--- src/rtl/mips_pkg.sv ---
// Shared definitions for the single-cycle MIPS core: opcodes, reset PC,
// the fetch FSM state type and the PC arithmetic helpers.
package mips_pkg;

    localparam int INSTR_W = 32;

    localparam logic [31:0] RESET_PC_DEFAULT = 32'h0000_0000;

    localparam logic [5:0] OP_R_FORMAT = 6'h00;
    localparam logic [5:0] OP_JAL      = 6'h03;
    localparam logic [5:0] OP_BEQ      = 6'h04;
    localparam logic [5:0] OP_ADDI     = 6'h08;
    localparam logic [5:0] OP_ANDI     = 6'h0C;
    localparam logic [5:0] OP_ORI      = 6'h0D;
    localparam logic [5:0] OP_LW       = 6'h23;
    localparam logic [5:0] OP_SW       = 6'h2B;

    typedef enum logic {
        FETCH = 1'b0,
        EXEC  = 1'b1
    } fetch_state_t;

    // Word-aligned, sign-extended branch displacement from the immediate field.
    function automatic logic [INSTR_W-1:0] branch_offset(input logic [INSTR_W-1:0] instr);
        return {{14{instr[15]}}, instr[15:0], 2'b00};
    endfunction

    // J-type target keeps the 256 MB region of the delay-free successor.
    function automatic logic [INSTR_W-1:0] jump_target(input logic [INSTR_W-1:0] pc_plus4,
                                                        input logic [INSTR_W-1:0] instr);
        return {pc_plus4[31:28], instr[25:0], 2'b00};
    endfunction

endpackage

--- src/rtl/pc_next_calc.sv ---
// Combinational next-PC selection for the fetch stage.
// FETCH_JR_EN adds a register-indirect target with the highest priority.
module pc_next_calc
    import mips_pkg::*;
(
    input  logic [INSTR_W-1:0] pc_plus4,
    input  logic [INSTR_W-1:0] instr,
    input  logic               branch,
    input  logic               jump,
    input  logic               zero,
`ifdef FETCH_JR_EN
    input  logic               jr,
    input  logic [INSTR_W-1:0] jr_target,
`endif
    output logic [INSTR_W-1:0] next_pc
);

    logic unused_instr_bits;
`ifdef FETCH_JR_EN
    assign unused_instr_bits = ^{instr[31:26], jr_target[1:0]};
`else
    assign unused_instr_bits = ^instr[31:26];
`endif

    // Later assignments win, so a jump masks an undefined branch from jal.
    always_comb begin
        next_pc = pc_plus4;
        if (branch && zero) begin
            next_pc = pc_plus4 + branch_offset(instr);
        end
        if (jump) begin
            next_pc = jump_target(pc_plus4, instr);
        end
`ifdef FETCH_JR_EN
        if (jr) begin
            next_pc = {jr_target[31:2], 2'b00};
        end
`endif
    end

endmodule

--- src/rtl/fetch_unit.sv ---
// Instruction fetch stage: PC, instruction register, retire counter and the
// FETCH/EXEC handshake FSM. Optional macro FETCH_JR_EN adds jr/jr_target/misalign.
//
//   state | meaning
//   FETCH | request imem at pc, wait for imem_ready, latch instr
//   EXEC  | instr valid for one cycle, pc <= next_pc, retired++
module fetch_unit
    import mips_pkg::*;
#(
    parameter logic [31:0] RESET_PC = RESET_PC_DEFAULT
) (
    input  logic               clk,
    input  logic               rst,
    output logic               imem_req,
    output logic [INSTR_W-1:0] imem_addr,
    input  logic               imem_ready,
    input  logic [INSTR_W-1:0] imem_rdata,
    output logic [INSTR_W-1:0] instr,
    output logic [5:0]         opcode,
    output logic               instr_valid,
    output logic [INSTR_W-1:0] pc,
    output logic [INSTR_W-1:0] pc_plus4,
    input  logic               branch,
    input  logic               jump,
    input  logic               zero,
`ifdef FETCH_JR_EN
    input  logic               jr,
    input  logic [INSTR_W-1:0] jr_target,
    output logic               misalign,
`endif
    output logic [INSTR_W-1:0] retired
);

    localparam logic [INSTR_W-1:0] PC_INIT = {RESET_PC[31:2], 2'b00};

    fetch_state_t       state_q;
    fetch_state_t       state_d;
    logic               load_instr;
    logic               advance;
    logic [INSTR_W-1:0] pc_q;
    logic [INSTR_W-1:0] instr_q;
    logic [INSTR_W-1:0] retired_q;
    logic [INSTR_W-1:0] next_pc;

    always_ff @(posedge clk or posedge rst) begin
        if (rst) begin
            state_q <= FETCH;
        end else begin
            state_q <= state_d;
        end
    end

    always_comb begin
        state_d    = state_q;
        load_instr = 1'b0;
        advance    = 1'b0;
        case (state_q)
            FETCH: begin
                if (imem_ready) begin
                    load_instr = 1'b1;
                    state_d    = EXEC;
                end
            end
            EXEC: begin
                advance = 1'b1;
                state_d = FETCH;
            end
            default: state_d = FETCH;
        endcase
    end

    pc_next_calc u_pc_next_calc (
        .pc_plus4  (pc_plus4),
        .instr     (instr_q),
        .branch    (branch),
        .jump      (jump),
        .zero      (zero),
`ifdef FETCH_JR_EN
        .jr        (jr),
        .jr_target (jr_target),
`endif
        .next_pc   (next_pc)
    );

    always_ff @(posedge clk or posedge rst) begin
        if (rst) begin
            pc_q      <= PC_INIT;
            instr_q   <= '0;
            retired_q <= '0;
        end else begin
            if (load_instr) begin
                instr_q <= imem_rdata;
            end
            if (advance) begin
                pc_q      <= next_pc;
                retired_q <= retired_q + 32'd1;
            end
        end
    end

`ifdef FETCH_JR_EN
    logic misalign_q;

    // Reflects the most recent executed instruction only.
    always_ff @(posedge clk or posedge rst) begin
        if (rst) begin
            misalign_q <= 1'b0;
        end else if (advance) begin
            misalign_q <= jr && (jr_target[1:0] != 2'b00);
        end
    end

    assign misalign = misalign_q;
`endif

    // rst gates the request so an in-flight fetch is dropped at once.
    assign imem_req    = (state_q == FETCH) && !rst;
    assign imem_addr   = pc_q;
    assign instr_valid = (state_q == EXEC);
    assign instr       = instr_q;
    assign opcode      = instr_q[31:26];
    assign pc          = pc_q;
    assign pc_plus4    = pc_q + 32'd4;
    assign retired     = retired_q;

endmodule

--- config.mk ---
export PLATFORM = sky130hd
export DESIGN_NAME = fetch_unit
export DESIGN_NICKNAME = d
export VERILOG_FILES = /design/src/rtl/mips_pkg.sv /design/src/rtl/pc_next_calc.sv /design/src/rtl/fetch_unit.sv
export SDC_FILE = /design/constraint.sdc
export NUM_CORES = 1
export LEC_CHECK = 0
export CAP_MARGIN = 30
export CORE_UTILIZATION = 29
export DETAILED_ROUTE_END_ITERATION = 7
export PLACE_DENSITY_LB_ADDON = 0.05
export SYNTH_ARGS = -nofsm -noshare
export SYNTH_HDL_FRONTEND = slang
export SYNTH_SLANG_ARGS = --single-unit
--- constraint.sdc ---
create_clock -name clk -period 3.46 [get_ports clk]
set_input_delay 0.346 -clock clk [delete_from_list [all_inputs] [get_ports clk]]
set_output_delay 0.346 -clock clk [all_outputs]
set_load 0.02 [all_outputs]
==> results of run 1 <==
## metrics by stage
step	setup TNS [ns]	setup WS [ns]	instances
after global routing	-0.00383	-0.00249	1248
final	0	0.194	1249
after CTS	0	0.00757	1242
after floorplan	-0.0261	-0.0261	727
after global placement	-0.198	-0.0760	1226
after detailed placement	-0.134	-0.0501	1226
## cells in the final DEF, fill, tap and decap left out, types with 3 or more instances in the layout
| master | synthesis | final |
|---|---|---|
| sky130_fd_sc_hd__clkdlybuf4s50_1 | 0 | 199 |
| sky130_fd_sc_hd__dfrtp_1 | 95 | 91 |
| sky130_fd_sc_hd__buf_4 | 42 | 88 |
| sky130_fd_sc_hd__nand2_1 | 68 | 67 |
| sky130_fd_sc_hd__nor2_1 | 55 | 52 |
| sky130_fd_sc_hd__xnor2_1 | 52 | 43 |
| sky130_fd_sc_hd__o21ai_0 | 43 | 39 |
| sky130_fd_sc_hd__mux2_2 | 35 | 35 |
| sky130_fd_sc_hd__ha_1 | 37 | 35 |
| sky130_fd_sc_hd__nand3_1 | 30 | 30 |
| sky130_fd_sc_hd__xor2_1 | 26 | 23 |
| sky130_fd_sc_hd__a21oi_1 | 25 | 21 |
| sky130_fd_sc_hd__nand4_1 | 20 | 20 |
| sky130_fd_sc_hd__a21o_1 | 20 | 20 |
| sky130_fd_sc_hd__and3_1 | 14 | 14 |
| sky130_fd_sc_hd__nor3_1 | 13 | 12 |
| sky130_fd_sc_hd__a211oi_1 | 11 | 11 |
| sky130_fd_sc_hd__inv_1 | 10 | 9 |
| sky130_fd_sc_hd__xnor2_2 | 0 | 9 |
| sky130_fd_sc_hd__clkbuf_16 | 0 | 9 |
| sky130_fd_sc_hd__o21a_1 | 6 | 6 |
| sky130_fd_sc_hd__o211ai_1 | 6 | 6 |
| sky130_fd_sc_hd__a31oi_1 | 7 | 6 |
| sky130_fd_sc_hd__conb_1 | 1 | 6 |
| sky130_fd_sc_hd__and2_1 | 5 | 5 |
| sky130_fd_sc_hd__xor2_2 | 1 | 4 |
| sky130_fd_sc_hd__a21oi_2 | 0 | 4 |
| sky130_fd_sc_hd__o22ai_1 | 4 | 4 |
| sky130_fd_sc_hd__dfrtp_2 | 0 | 4 |
| sky130_fd_sc_hd__and4_1 | 4 | 3 |
| sky130_fd_sc_hd__a211o_1 | 3 | 3 |
| sky130_fd_sc_hd__o21ai_1 | 1 | 3 |
| sky130_fd_sc_hd__a22oi_1 | 3 | 3 |
| sky130_fd_sc_hd__nand2b_1 | 3 | 3 |
| sky130_fd_sc_hd__a221o_1 | 3 | 3 |
| sky130_fd_sc_hd__a221oi_1 | 5 | 3 |
| sky130_fd_sc_hd__mux2i_1 | 3 | 3 |
## state kept, by name, summed over array words and instances (netlist names)
register     count
imem_addr       30
retired         32
instr_valid      1
instr           32
## per-layer routing
metal,share of wire (%),vias to the layer above,global-route usage [%]
met5,0,-,0
li1,-,3040,-
met2,49,177,33.7
met1,45,3136,25.8
met4,0.89,0,4.38
met3,4.7,14,3.13
## cell families after synthesis
group	synth area share, %
multiplexers	6.35
buffers and inverters	7.05
adder cells (fa/ha/maj)	7.24
AO/OA/AOI/OAI	16.5
AND/OR/NAND/NOR	16.7
other	0.0562
XOR/XNOR	10.5
flip-flops	35.6
## final timing paths
check / cells after the start / slack (ns) / start / to
min in group clk: 1 / 0.49 / retired[31] / retired[31]
min reg2reg: 1 / 0.49 / retired[31] / retired[31]
max: 15 / 0.19 / imem_addr[5] / imem_addr[30]
max reg2reg: 15 / 0.19 / imem_addr[5] / imem_addr[30]
max in group asynchronous: 3 / 2.26 / rst / imem_addr[4]
min: 2 / 0.47 / rst / retired[19]
## cell type report
| cell class | instances | area, µm² |
|---|---|---|
| Clock inverter | 7 | 80.1 |
| Sequential cell | 95 | 2380 |
| Multi-Input combinational cell | 554 | 4060 |
| Fill cell | 2213 | 12800 |
| Clock buffer | 9 | 225 |
| Timing Repair Buffer | 288 | 2670 |
| Antenna cell | 1 | 2.50 |
| Inverter | 10 | 40.0 |
| Tap cell | 285 | 357 |
## timing repair
| item | in CTS | in global routing |
|---|---|---|
| endpoints found under the hold margin | 0 | 0 |
| gates cloned | 0 | 0 |
| setup buffers | 0 | 6 |
| setup endpoints to repair | 9 | 16 |
| resized for setup | 5 | 26 |
| pin swaps | 0 | 3 |
## worst max-delay path: stages, from the launching register on
cell                       delay [ns]
sky130_fd_sc_hd__dfrtp_1         0.39
sky130_fd_sc_hd__and3_1          0.19
sky130_fd_sc_hd__buf_4           0.12
sky130_fd_sc_hd__nand4_4         0.21
sky130_fd_sc_hd__nor2_4          0.18
sky130_fd_sc_hd__nand3_1         0.14
sky130_fd_sc_hd__xnor2_2         0.25
sky130_fd_sc_hd__ha_1            0.32
sky130_fd_sc_hd__a21o_1          0.20
sky130_fd_sc_hd__a21o_1          0.17
sky130_fd_sc_hd__a21o_1          0.21
sky130_fd_sc_hd__a31o_2          0.28
sky130_fd_sc_hd__a211oi_1        0.24
sky130_fd_sc_hd__o21a_1          0.15
sky130_fd_sc_hd__nand3_1         0.08
sky130_fd_sc_hd__nand2_1         0.07
## report_power, final
group / total (mW) / switching, mW / leakage, nW / internal, mW
clock: 1.04 / 0.527 / 0.145 / 0.514
sequential: 1.53 / 0.230 / 1.17 / 1.30
combinational: 3.85 / 2.03 / 2.86 / 1.82
==> run_summary.xml, run 1 <==
<?xml version="1.0" encoding="UTF-8"?>
<metrics>
  <group name="status">
    <metric name="status" unit="">finished, final reports clean</metric>
  </group>
  <group name="power_and_ir_drop">
    <metric name="p_total" unit="mW">6.42</metric>
    <metric name="power_per_cell_area" unit="nW/µm²">654</metric>
    <metric name="max-vdd-ir-drop" unit="mV">0.284</metric>
    <metric name="power_leakage" unit="nW">4.18</metric>
  </group>
  <group name="run">
    <metric name="drv.max_cap_violation_count" unit="">0</metric>
  </group>
  <group name="sta">
    <metric name="fin_crit_sh" unit="%">94.4</metric>
    <metric name="finalHoldViolCount" unit="">0</metric>
    <metric name="timing.hold.ws" unit="ns">0.470</metric>
    <metric name="clock_skew" unit="ns">0.0120</metric>
    <metric name="max_slew.worst_pin.slew" unit="ns">0.771</metric>
    <metric name="finalSetupViolCount" unit="">0</metric>
    <metric name="grt_setup_unrepaired" unit="">yes</metric>
    <metric name="fmax" unit="MHz">306</metric>
    <metric name="worst_slew_margin_rel" unit="%">48.6</metric>
    <metric name="final_max_slew_viol_count" unit="">0</metric>
    <metric name="layout_min_cycle_time" unit="ns">3.27</metric>
  </group>
  <group name="cells_and_area">
    <metric name="final_util" unit="%">43.5</metric>
    <metric name="layout-area-overhead-vs-synth" unit="%">47.1</metric>
    <metric name="design.final.nets" unit="">1034</metric>
    <metric name="post_route_cells_drive_above_1_share" unit="%">20.1</metric>
    <metric name="finalInstanceArea" unit="µm²">9820</metric>
  </group>
  <group name="yosys">
    <metric name="synthesis.area" unit="µm²">6680</metric>
    <metric name="post_synth_main_area_contributors" unit="">sky130_fd_sc_hd__dfrtp_1 (36%), sky130_fd_sc_hd__ha_1 (6.9%), sky130_fd_sc_hd__xnor2_1 (6.8%)</metric>
    <metric name="synth_largest_area_cell" unit="">sky130_fd_sc_hd__dfrtp_1</metric>
    <metric name="netlist_instances" unit="">722</metric>
    <metric name="netlist.area_leader.share" unit="%">35.6</metric>
    <metric name="yosys.cell_count.top_type" unit="">sky130_fd_sc_hd__dfrtp_1</metric>
    <metric name="post_synth_most_frequent_cells" unit="">sky130_fd_sc_hd__dfrtp_1 (95), sky130_fd_sc_hd__nand2_1 (68), sky130_fd_sc_hd__nor2_1 (55), sky130_fd_sc_hd__xnor2_1 (52), sky130_fd_sc_hd__o21ai_0 (43)</metric>
    <metric name="synth-seq-cells" unit="">95</metric>
    <metric name="yosysWarningCount" unit="">0</metric>
    <metric name="yosys_most_used_dff" unit="">sky130_fd_sc_hd__dfrtp_1</metric>
    <metric name="number_of_enable_flip_flop_cells_after_synthesis" unit="">0</metric>
    <metric name="avg_cell_area_syn" unit="µm²">9.25</metric>
    <metric name="synth_cell_type_count" unit="">67</metric>
    <metric name="async_reset_ff_share" unit="%">100</metric>
    <metric name="synth.yosys.seq_area_share" unit="%">35.6</metric>
  </group>
  <group name="placement">
    <metric name="io_buffers" unit="">199</metric>
    <metric name="detailed_place_hpwl" unit="mm">17.5</metric>
    <metric name="gpl.final_weighted_congestion" unit="">0.892</metric>
    <metric name="placedInstanceArea" unit="µm²">9360</metric>
  </group>
  <group name="routing">
    <metric name="routed_via_density" unit="">5.10</metric>
    <metric name="initial_drt_markers" unit="">283</metric>
    <metric name="totalWireLength" unit="mm">23.1</metric>
    <metric name="drt_first_pass_iters" unit="">4</metric>
    <metric name="antenna_left" unit="">0</metric>
    <metric name="route.detailed.wl_per_inst" unit="µm">18.5</metric>
    <metric name="total_drc_errors_in_the_routed_layout" unit="">0</metric>
    <metric name="detailroute.via_count" unit="">6367</metric>
  </group>
  <group name="grt">
    <metric name="grt_max_degree" unit="">51</metric>
    <metric name="grt_pass1_wl" unit="mm">36.1</metric>
    <metric name="global_route.overflow_total" unit="">0</metric>
    <metric name="grt_use_total" unit="%">19.6</metric>
    <metric name="vias_in_the_first_global_route" unit="">6417</metric>
    <metric name="grt_antenna_before_repair" unit="">1</metric>
  </group>
  <group name="setup_path">
    <metric name="worst_endpoint_required_time" unit="ns">3.77</metric>
    <metric name="timing.setup.critical_path_class" unit="">register to register</metric>
    <metric name="worstSetupEndpointType" unit="">register</metric>
    <metric name="worst-endpoint-arrival" unit="ns">3.57</metric>
    <metric name="crit_path_start_kind" unit="">register</metric>
    <metric name="worst-path-max-fanout" unit="">7</metric>
  </group>
  <group name="die">
    <metric name="initial_core_util" unit="%">29.6</metric>
    <metric name="floorplan.core_area" unit="µm²">22600</metric>
    <metric name="total_die_area" unit="µm²">23600</metric>
    <metric name="num_io_pins" unit="">206</metric>
    <metric name="die_height" unit="µm">154</metric>
    <metric name="num_rows" unit="">55</metric>
    <metric name="die_w" unit="µm">154</metric>
  </group>
  <group name="clock_tree">
    <metric name="later_pin_clock_latency_in_the_skew_report" unit="ns">0.36</metric>
    <metric name="cts_buffer_depth" unit="">2</metric>
    <metric name="cts_hold_buffers" unit="">0</metric>
    <metric name="clkTransAtPathRegs" unit="ns">0.08</metric>
    <metric name="cts_buffer_count" unit="">9</metric>
    <metric name="clock_sink_count" unit="">95</metric>
    <metric name="cts_htree_levels" unit="">3</metric>
    <metric name="tritoncts" unit="">built</metric>
    <metric name="root_buf_cell" unit="">sky130_fd_sc_hd__clkbuf_16</metric>
  </group>
  <group name="min_path">
    <metric name="min-delay-path-class" unit="">primary input to async pin</metric>
  </group>
</metrics>
No activity file was read; power rests on OpenSTA's default activity.
==> run 2: changes to the inputs <==
CAP_MARGIN = not set   (was 30)
==> results of run 2 <==
Same layout as run 1: the final DEF is identical, and so are final timing and power.
==> run 3: changes to the inputs <==
CORE_ASPECT_RATIO = 0.9   (was not set)
==> run_summary.xml, run 3 (synthesized netlist as in run 1, its figures left out) <==
<?xml version="1.0" encoding="UTF-8"?>
<metrics>
  <group name="status">
    <metric name="status" unit="">finished, final reports clean</metric>
  </group>
  <group name="clock_tree">
    <metric name="root_buf_cell" unit="">sky130_fd_sc_hd__clkbuf_16</metric>
    <metric name="cts_buffer_count" unit="">9</metric>
    <metric name="later_pin_clock_latency_in_the_skew_report" unit="ns">0.36</metric>
    <metric name="cts_buffer_depth" unit="">2</metric>
    <metric name="clock_sink_count" unit="">95</metric>
    <metric name="cts_hold_buffers" unit="">0</metric>
    <metric name="tritoncts" unit="">built</metric>
    <metric name="cts_htree_levels" unit="">3</metric>
    <metric name="clkTransAtPathRegs" unit="ns">0.09</metric>
  </group>
  <group name="cells_and_area">
    <metric name="n_antenna_cell" unit="">0</metric>
    <metric name="design.final.nets" unit="">1047</metric>
    <metric name="final_util" unit="%">44.3</metric>
    <metric name="finalInstanceArea" unit="µm²">9980</metric>
    <metric name="layout-area-overhead-vs-synth" unit="%">49.5</metric>
    <metric name="nFillCells" unit="">2276</metric>
    <metric name="leading_cell_types_in_the_layout_fill_and_taps_excluded" unit="">sky130_fd_sc_hd__clkdlybuf4s50_1 (198), sky130_fd_sc_hd__buf_4 (101), sky130_fd_sc_hd__dfrtp_1 (91)</metric>
    <metric name="post_route_cells_drive_above_1_share" unit="%">21.5</metric>
    <metric name="layout.cells.most_common" unit="">sky130_fd_sc_hd__clkdlybuf4s50_1</metric>
  </group>
  <group name="routing">
    <metric name="antenna_left" unit="">0</metric>
    <metric name="initial_drt_markers" unit="">323</metric>
    <metric name="routed_via_density" unit="">4.99</metric>
    <metric name="drt_first_pass_iters" unit="">5</metric>
    <metric name="detailroute.via_count" unit="">6353</metric>
    <metric name="totalWireLength" unit="mm">22.6</metric>
    <metric name="route.detailed.wl_per_inst" unit="µm">17.7</metric>
    <metric name="total_drc_errors_in_the_routed_layout" unit="">0</metric>
  </group>
  <group name="setup_path">
    <metric name="worst-endpoint-arrival" unit="ns">3.56</metric>
    <metric name="worst-path-max-fanout" unit="">5</metric>
    <metric name="worst_endpoint_required_time" unit="ns">3.75</metric>
    <metric name="timing.setup.critical_path_class" unit="">register to register</metric>
    <metric name="worstSetupEndpointType" unit="">register</metric>
    <metric name="crit_path_start_kind" unit="">register</metric>
  </group>
  <group name="grt">
    <metric name="global_route.overflow_total" unit="">0</metric>
    <metric name="grt_use_total" unit="%">19.6</metric>
    <metric name="grt_pass1_wl" unit="mm">36.1</metric>
    <metric name="vias_in_the_first_global_route" unit="">6481</metric>
    <metric name="grt_antenna_before_repair" unit="">2</metric>
    <metric name="grt_max_degree" unit="">56</metric>
  </group>
  <group name="power_and_ir_drop">
    <metric name="power_per_cell_area" unit="nW/µm²">650</metric>
    <metric name="power_leakage" unit="nW">4.27</metric>
    <metric name="max-vdd-ir-drop" unit="mV">0.317</metric>
  </group>
  <group name="sta">
    <metric name="fin_crit_sh" unit="%">94.3</metric>
    <metric name="final_max_slew_viol_count" unit="">0</metric>
    <metric name="clock_skew" unit="ns">0.0151</metric>
    <metric name="finalSetupViolCount" unit="">0</metric>
    <metric name="layout_min_cycle_time" unit="ns">3.26</metric>
    <metric name="fmax" unit="MHz">306</metric>
    <metric name="max_slew.worst_pin.slew" unit="ns">0.863</metric>
    <metric name="finalHoldViolCount" unit="">0</metric>
    <metric name="fin_ws" unit="ns">0.196</metric>
    <metric name="worst_slew_margin_rel" unit="%">42.4</metric>
  </group>
  <group name="run">
    <metric name="drv.max_cap_violation_count" unit="">0</metric>
  </group>
  <group name="placement">
    <metric name="placedInstanceArea" unit="µm²">9490</metric>
    <metric name="io_buffers" unit="">199</metric>
    <metric name="detailed_place_hpwl" unit="mm">17.0</metric>
    <metric name="placement.setup.worst_slack" unit="ns">-0.0723</metric>
    <metric name="gpl.final_weighted_congestion" unit="">0.914</metric>
  </group>
  <group name="die">
    <metric name="die_w" unit="µm">162</metric>
    <metric name="num_io_pins" unit="">206</metric>
    <metric name="floorplan.core_area" unit="µm²">22500</metric>
    <metric name="num_rows" unit="">52</metric>
    <metric name="total_die_area" unit="µm²">23600</metric>
    <metric name="die_height" unit="µm">146</metric>
    <metric name="initial_core_util" unit="%">29.7</metric>
  </group>
  <group name="min_path">
    <metric name="min-delay-path-class" unit="">primary input to async pin</metric>
  </group>
</metrics>
[run 3: cell types whose count changed in the layout (fill, tap and decap cells not counted), moves of 2 or more]
cell	previous run	this run
sky130_fd_sc_hd__ha_4	0	2
sky130_fd_sc_hd__o21ai_1	3	6
sky130_fd_sc_hd__nor2_1	52	50
sky130_fd_sc_hd__xnor2_2	9	11
sky130_fd_sc_hd__o21ai_2	2	0
sky130_fd_sc_hd__xnor2_1	43	41
sky130_fd_sc_hd__nor2_2	2	4
sky130_fd_sc_hd__buf_4	88	101
[run 3: stage by stage]
step / power (mW) / setup TNS, ns / hold slack (ns) / std cells
floorplan: 3.75 / -0.0261 / 0.463 / 727
global placement: 5.34 / -0.00577 / 0.463 / 1254
detailed placement: 5.35 / -0.120 / 0.470 / 1254
global route: 6.95 / -0.0197 / 0.456 / 1273
finish: 6.49 / 0 / 0.401 / 1273
CTS: 6.48 / 0 / 0.415 / 1270
[run 3: final timing paths]
check / cells past startpoint / startpoint / end / slack [ns]
worst max-delay path: 14 / imem_addr[7] / imem_addr[30] / 0.20
worst min-delay path: 2 / rst / instr[30] / 0.40
worst max register to register: 14 / imem_addr[7] / imem_addr[30] / 0.20
worst min register to register: 1 / retired[31] / retired[31] / 0.47
max in group asynchronous: 3 / rst / imem_addr[4] / 2.30
min in group clk: 1 / retired[31] / retired[31] / 0.47
[run 3: critical path, cell delays in order (launching register included)]
cell and delay [ns]:
sky130_fd_sc_hd__dfrtp_1 0.37, sky130_fd_sc_hd__and4_4 0.29, sky130_fd_sc_hd__nand4_4 0.21, sky130_fd_sc_hd__nor2_4 0.21, sky130_fd_sc_hd__nand3_1 0.14, sky130_fd_sc_hd__xnor2_2 0.35, sky130_fd_sc_hd__ha_4 0.27, sky130_fd_sc_hd__a21o_1 0.17
sky130_fd_sc_hd__a21o_1 0.17, sky130_fd_sc_hd__a21o_1 0.20, sky130_fd_sc_hd__a31o_2 0.26, sky130_fd_sc_hd__a211oi_1 0.24, sky130_fd_sc_hd__o21a_1 0.16, sky130_fd_sc_hd__nand3_1 0.08, sky130_fd_sc_hd__nand2_1 0.07
[run 3: area by class of cell]
class	count	area [µm²]	share of cell area (%)
Tap cell	297	372	3.72
Multi-Input combinational cell	554	4110	41.2
Timing Repair Buffer	301	2770	27.7
Sequential cell	95	2380	23.9
Inverter	10	40.0	0.401
Clock buffer	9	225	2.26
Clock inverter	7	81.3	0.815
[run 3: repair_timing]
action / 4_1_cts / 5_1_grt
endpoints found under the hold margin: 0 / 0
setup endpoints to repair: 9 / 17
pin swaps: 0 / 10
resized for setup: 9 / 30
buffers inserted: 0 / 3
[run 3: routing by layer]
layer  up-vias  wire [µm]  global-route usage [%]
met1      3065      10700                    27.1
met3        26       1200                    3.90
li1       3081          -                       -
met5         -         16                       0
met4         2        393                    5.61
met2       179      10300                    30.7
[run 3: power by group]
part | switching [mW] | internal (mW) | total, mW
logic | 2.00 | 1.91 | 3.91
clock network | 0.527 | 0.517 | 1.04
registers | 0.237 | 1.30 | 1.53
